File: config.mk
export PLATFORM = sky130hd
export DESIGN_NAME = uart_tx_fifo
export DESIGN_NICKNAME = d
export VERILOG_FILES = /design/src/rtl/uart_tx_fifo.sv
export SDC_FILE = /design/constraint.sdc
export NUM_CORES = 1
export LEC_CHECK = 0
export CORE_ASPECT_RATIO = 1.1
export CORE_UTILIZATION = 55
export DETAILED_ROUTE_END_ITERATION = 12
export DONT_BUFFER_PORTS = 1
export HOLD_SLACK_MARGIN = 0.02
export PLACE_DENSITY = 0.7
export SLEW_MARGIN = 20
export SYNTH_ARGS = -nofsm -noshare
export SYNTH_HDL_FRONTEND = slang
export SYNTH_SLANG_ARGS = --single-unit
File: constraint.sdc
create_clock -name clk -period 4 [get_ports clk]
set_input_delay 0.4 -clock clk [delete_from_list [all_inputs] [get_ports clk]]
set_output_delay 0.4 -clock clk [all_outputs]
set_load 0.02 [all_outputs]
File: src/rtl/uart_tx_fifo.sv
// rtl/uart_tx_fifo.sv - byte FIFO feeding a parameterised UART transmitter
module uart_tx_fifo #(
    parameter int CLK_CYCLES = 4167,
    parameter int CTR_WIDTH  = 16,
    parameter int DATA_BITS  = 8,
    parameter int PARITY     = 0,
    parameter int STOP_BITS  = 1,
    parameter int FIFO_AW    = 4
) (
    input  logic               clk,
    input  logic               rst,
    input  logic [7:0]         data,
    input  logic               req,
    output logic               ready,
    output logic               uart_tx,
    output logic               busy,
    output logic [FIFO_AW:0]   count
);

    localparam int DEPTH = 1 << FIFO_AW;
    localparam logic [7:0] DATA_MASK = 8'((1 << DATA_BITS) - 1);
    localparam logic [CTR_WIDTH-1:0] CTR_LAST = CTR_WIDTH'(CLK_CYCLES - 1);
    localparam logic [2:0] DATA_LAST = 3'(DATA_BITS - 1);
    localparam logic [2:0] STOP_LAST = 3'(STOP_BITS - 1);

    typedef enum logic [2:0] {IDLE, START, DATA, PAR, STOP} state_t;

    state_t               state, state_n;
    logic [7:0]           mem [DEPTH];
    logic [FIFO_AW:0]     wr_ptr, rd_ptr;
    logic [CTR_WIDTH-1:0] ctr, ctr_n;
    logic [2:0]           bit_idx, bit_idx_n;
    logic [7:0]           shreg, shreg_n;
    logic                 par_bit, par_bit_n;
    logic                 tx_n;
    logic                 pop, push;
    logic                 bit_end;
    logic [7:0]           head;
    logic                 head_par;

    // Pointers carry one extra bit so full and empty are distinguishable.
    assign count    = wr_ptr - rd_ptr;
    assign ready    = (count != (FIFO_AW + 1)'(DEPTH));
    assign busy     = (state != IDLE) || (count != '0);
    assign push     = req && ready;
    assign head     = mem[rd_ptr[FIFO_AW-1:0]];
    assign head_par = (PARITY == 1) ? ~^head : ^head;
    assign bit_end  = (ctr == CTR_LAST);

    always_ff @(posedge clk) begin
        if (push) begin
            mem[wr_ptr[FIFO_AW-1:0]] <= data & DATA_MASK;
        end
    end

    always_ff @(posedge clk or posedge rst) begin
        if (rst) begin
            state   <= IDLE;
            ctr     <= '0;
            bit_idx <= '0;
            shreg   <= '0;
            par_bit <= 1'b0;
            uart_tx <= 1'b1;
            wr_ptr  <= '0;
            rd_ptr  <= '0;
        end else begin
            state   <= state_n;
            ctr     <= ctr_n;
            bit_idx <= bit_idx_n;
            shreg   <= shreg_n;
            par_bit <= par_bit_n;
            uart_tx <= tx_n;
            if (push) wr_ptr <= wr_ptr + 1'b1;
            if (pop)  rd_ptr <= rd_ptr + 1'b1;
        end
    end

    always_comb begin
        state_n   = state;
        ctr_n     = ctr;
        bit_idx_n = bit_idx;
        shreg_n   = shreg;
        par_bit_n = par_bit;
        tx_n      = uart_tx;
        pop       = 1'b0;
        case (state)
            IDLE: begin
                if (count != '0) begin
                    pop       = 1'b1;
                    state_n   = START;
                    tx_n      = 1'b0;
                    shreg_n   = head;
                    par_bit_n = head_par;
                    ctr_n     = '0;
                end
            end
            START: begin
                if (bit_end) begin
                    state_n   = DATA;
                    ctr_n     = '0;
                    bit_idx_n = '0;
                    tx_n      = shreg[0];
                    shreg_n   = shreg >> 1;
                end else begin
                    ctr_n = ctr + 1'b1;
                end
            end
            DATA: begin
                if (bit_end) begin
                    ctr_n = '0;
                    if (bit_idx == DATA_LAST) begin
                        bit_idx_n = '0;
                        if (PARITY != 0) begin
                            state_n = PAR;
                            tx_n    = par_bit;
                        end else begin
                            state_n = STOP;
                            tx_n    = 1'b1;
                        end
                    end else begin
                        bit_idx_n = bit_idx + 1'b1;
                        tx_n      = shreg[0];
                        shreg_n   = shreg >> 1;
                    end
                end else begin
                    ctr_n = ctr + 1'b1;
                end
            end
            PAR: begin
                if (bit_end) begin
                    state_n   = STOP;
                    ctr_n     = '0;
                    bit_idx_n = '0;
                    tx_n      = 1'b1;
                end else begin
                    ctr_n = ctr + 1'b1;
                end
            end
            STOP: begin
                if (bit_end) begin
                    ctr_n = '0;
                    if (bit_idx == STOP_LAST) begin
                        // Chain straight into the next frame when words are waiting.
                        if (count != '0) begin
                            pop       = 1'b1;
                            state_n   = START;
                            tx_n      = 1'b0;
                            shreg_n   = head;
                            par_bit_n = head_par;
                        end else begin
                            state_n = IDLE;
                            tx_n    = 1'b1;
                        end
                    end else begin
                        bit_idx_n = bit_idx + 1'b1;
                        tx_n      = 1'b1;
                    end
                end else begin
                    ctr_n = ctr + 1'b1;
                end
            end
            default: begin
                state_n = IDLE;
                ctr_n   = '0;
                tx_n    = 1'b1;
            end
        endcase
    end

endmodule

==> key figures <==
Power
  • Worst VDD drop: 0.3150 mV
  • Leakage: between 2 and 3 nW
  • Pwr dens: 527.7 mW/mm²
  • Total power draw: 4.363 mW

Clock tree
  • Post_cts resized: 0
  • Root Buffer: clkbuf_16
  • CTS H-Tree Depth: 4
  • # clock sinks: 169
  • Worst-path clk slew: 70 ps
  • Clock buffer depth: 2
  • Clock buffer count from CTS: 17
  • Post-CTS Setup Bufs: 0
  • CTS tree: done
  • Clk_lat worst skew: 430 ps

STA
  • Slew margin rel.: 34.28%
  • Final Cycle Share: approximately nine tenths
  • Final setup fails: 0
  • Fmax: 280.6 MHz
  • RSZ-0062 raised after global routing: false
  • Worst Setup Slack, final: between 400 and 500 ps
  • Final Hold Vio Count: 0
  • Final clock skew: 7.696 ps
  • Setup TNS: 0 ps
  • Pins Over Slew Limit: 0
  • Final min period: 3563 ps
  • Worst Tran Pin Value: 979.3 ps

Drt
  • WL/cell: 20.51 µm
  • Final WL: 14,190 µm
  • DR WL met2: 6730 µm
  • Via density: 6.022
  • Initial DRC count: 315
  • ANT nets after route: 0
  • Met3 WL: 838 µm
  • DR vias: 4,167
  • Topmost layer with routed signal wires: met4
  • DRC: 0
  • First-pass DRT Iterations: 5
  • Met1 WL: 6357 µm

Floorplanning
  • Row count: 44
  • Die width: 113.4 µm
  • Core Region: 0.01327 mm²
  • DIE AREA: 0.01411 mm²
  • Die height: 124.5 µm
  • Top Ports: 19
  • Starting Density: 56.54%

Critical path
  • WP buf/inv: 4
  • Critical path class: reg2out
  • CP peak stage delay: 550 ps
  • Critical-path maximum fanout: 18
  • CP dominant cell by count: inv_1
  • Req. time, crit path: 3600 ps
  • Setup crit end kind: output port
  • Worst-path cell chain: inv_2 -> ha_1 -> nand2b_1 -> a21oi_1 -> xor2_1 -> inv_1 -> nor4_4 -> buf_4 -> inv_1
  • Data arrival, critical path: about 3200 ps
  • Crit-path slowest cell: dfrtp_1
  • CP Launch Type: flop
  • Top delay family on crit path: buffers and inverters

Layout
  • Fin nets: 522
  • Reg area: 0.004872 mm²
  • Fillers: ~960
  • Ant. Diodes: 0
  • Multi-input gate area: 0.002434 mm²
  • Share of cells above drive strength 1: 18.50%
  • Layout area overhead: 10.21%

Placed design
  • Worst slack, placed: about 570 ps
  • HPWL Detailed: 9514 µm
  • RD Place Congestion: 0.8220
  • I/O Buffers: 0

Run status
  • Status: complete, no violations

Synth
  • Syn Inst Count: slightly below 500
  • Post-synth EDFFs: 128
  • Area leader, netlist: edfxtp_1
  • Synth area leaders: edfxtp_1 51%, dfrtp_1 13%, mux4_2 9.6%
  • Syn avg cell area: 15.37 µm²
  • Top-count cell post-synth: edfxtp_1
  • Post-synth ARST share: between 20% and 30%
  • Cell variety after synth: 59
  • Main synth FF type: edfxtp_1
  • Syn_nets: 514
  • Seq/Total Area, Yosys: 64.93%
  • Synth top cells by count: 128 x edfxtp_1, 40 x dfrtp_1, 32 x mux4_2
  • Post-synth top area share: 51.23%
  • Synth warn: 0
  • Yosys reg bits: about 170
  • Netlist Area Pre-Place: approximately 0.0075 mm²

Global routing
  • Total GRT Usage: between 20% and 30%
  • Grt ovf: 0
  • Initial antenna violation count: 0
  • Vias in the first global route: 4,142
  • First-pass GRT wire length: around 23,000 µm
  • Largest net degree at the start of global routing: 36

Job
  • Max-cap violations: 0

Hold path
  • Tightest Hold Check Type: in2reg
area by class of cell:
type	count	share of cell area [%]
Sequential cell	169	58.93
Multi-Input combinational cell	277	29.43
Clock buffer	17	5.145
Tap cell	184	2.785
Clock inverter	14	1.816
Inverter	21	0.9534
Timing Repair Buffer	10	0.9383
sequential cells by signal, indices dropped and copies added (netlist names):
register,flops
bit_idx,3
ctr,16
mem,128
rd_ptr,5
shreg,8
state,3
uart_tx,1
wr_ptr,5
timing repair:
action,CTS,global route
hold endpoints to repair,16,0
setup endpoints to repair,0,0
hold buffers,1,0
cells by family after synthesis:
logic type,count (synthesis),synth area share (%)
AOI/OAI and AO/OA,72,6.271
xor gates and xnor gates,16,1.868
adders and majority gates,16,2.735
buffers and inverters,42,2.635
DFF,169,64.93
muxes,49,12.07
and+or+nand+nor,124,9.489
layer usage:
layer / global-route usage [%] / vias to the layer above
li1: - / 1904
met1: 31.01 / 2112
met2: 33.09 / 130
met3: 5.839 / 21
met4: 9.365 / 0
met5: 0 / -
path summary, 6_finish.rpt:
| kind | from | end | slack, ps | depth (start not counted) |
|---|---|---|---|---|
| max in group asynchronous | rst | rd_ptr[0] | 2690 | 3 |
| hold / removal | data[5] | mem[8][5] | 60 | 0 |
| min in group asynchronous | rst | ctr[13] | 510 | 2 |
| setup / recovery | rd_ptr[2] | busy | 440 | 9 |
| setup reg to reg | rd_ptr[2] | mem[5][6] | 550 | 9 |
| hold reg to reg | rd_ptr[4] | rd_ptr[4] | 500 | 1 |
power by group:
| group | internal, mW | switching (mW) |
|---|---|---|
| clock network | 0.920 | 0.684 |
| logic | 0.210 | 0.411 |
| registers | 2.05 | 0.0843 |
| total | 3.18 | 1.18 |
stage by stage:
stage | instance area [µm²] | hold slack [ps] | util (%) | instances
after floorplan | 7502 | 460.4 | - | 488
after global placement | 7682 | 419.8 | 57.90 | 660
after detailed placement | 7682 | 418.6 | 57.90 | 660
after CTS | 8268 | 48.62 | 62.32 | 692
after global routing | 8268 | 43.30 | 62.32 | 692
final | 8268 | 61.35 | 62.32 | 692
cell usage in the layout (no fill, tap or decap), types with 3 or more instances in the layout:
cell type   instances
a21oi_1             4
nor2_1             22
dfrtp_1            39
mux2_2              8
nand3_1            17
and3_1              7
a211oi_1            8
mux4_2             32
mux2i_1             8
inv_1              20
clkinv_2            3
and2_1             16
xor2_1              7
o21ai_0            28
nand4_1             4
xnor2_1             9
nor4b_1             7
nor2b_1             4
clkbuf_16          17
a311oi_1            7
edfxtp_1          128
buf_4               9
ha_1               14
nor3b_1             8
clkinvlp_4          3
o31ai_1             7
nand2_1            23
Power figures use the tool's default switching activity.
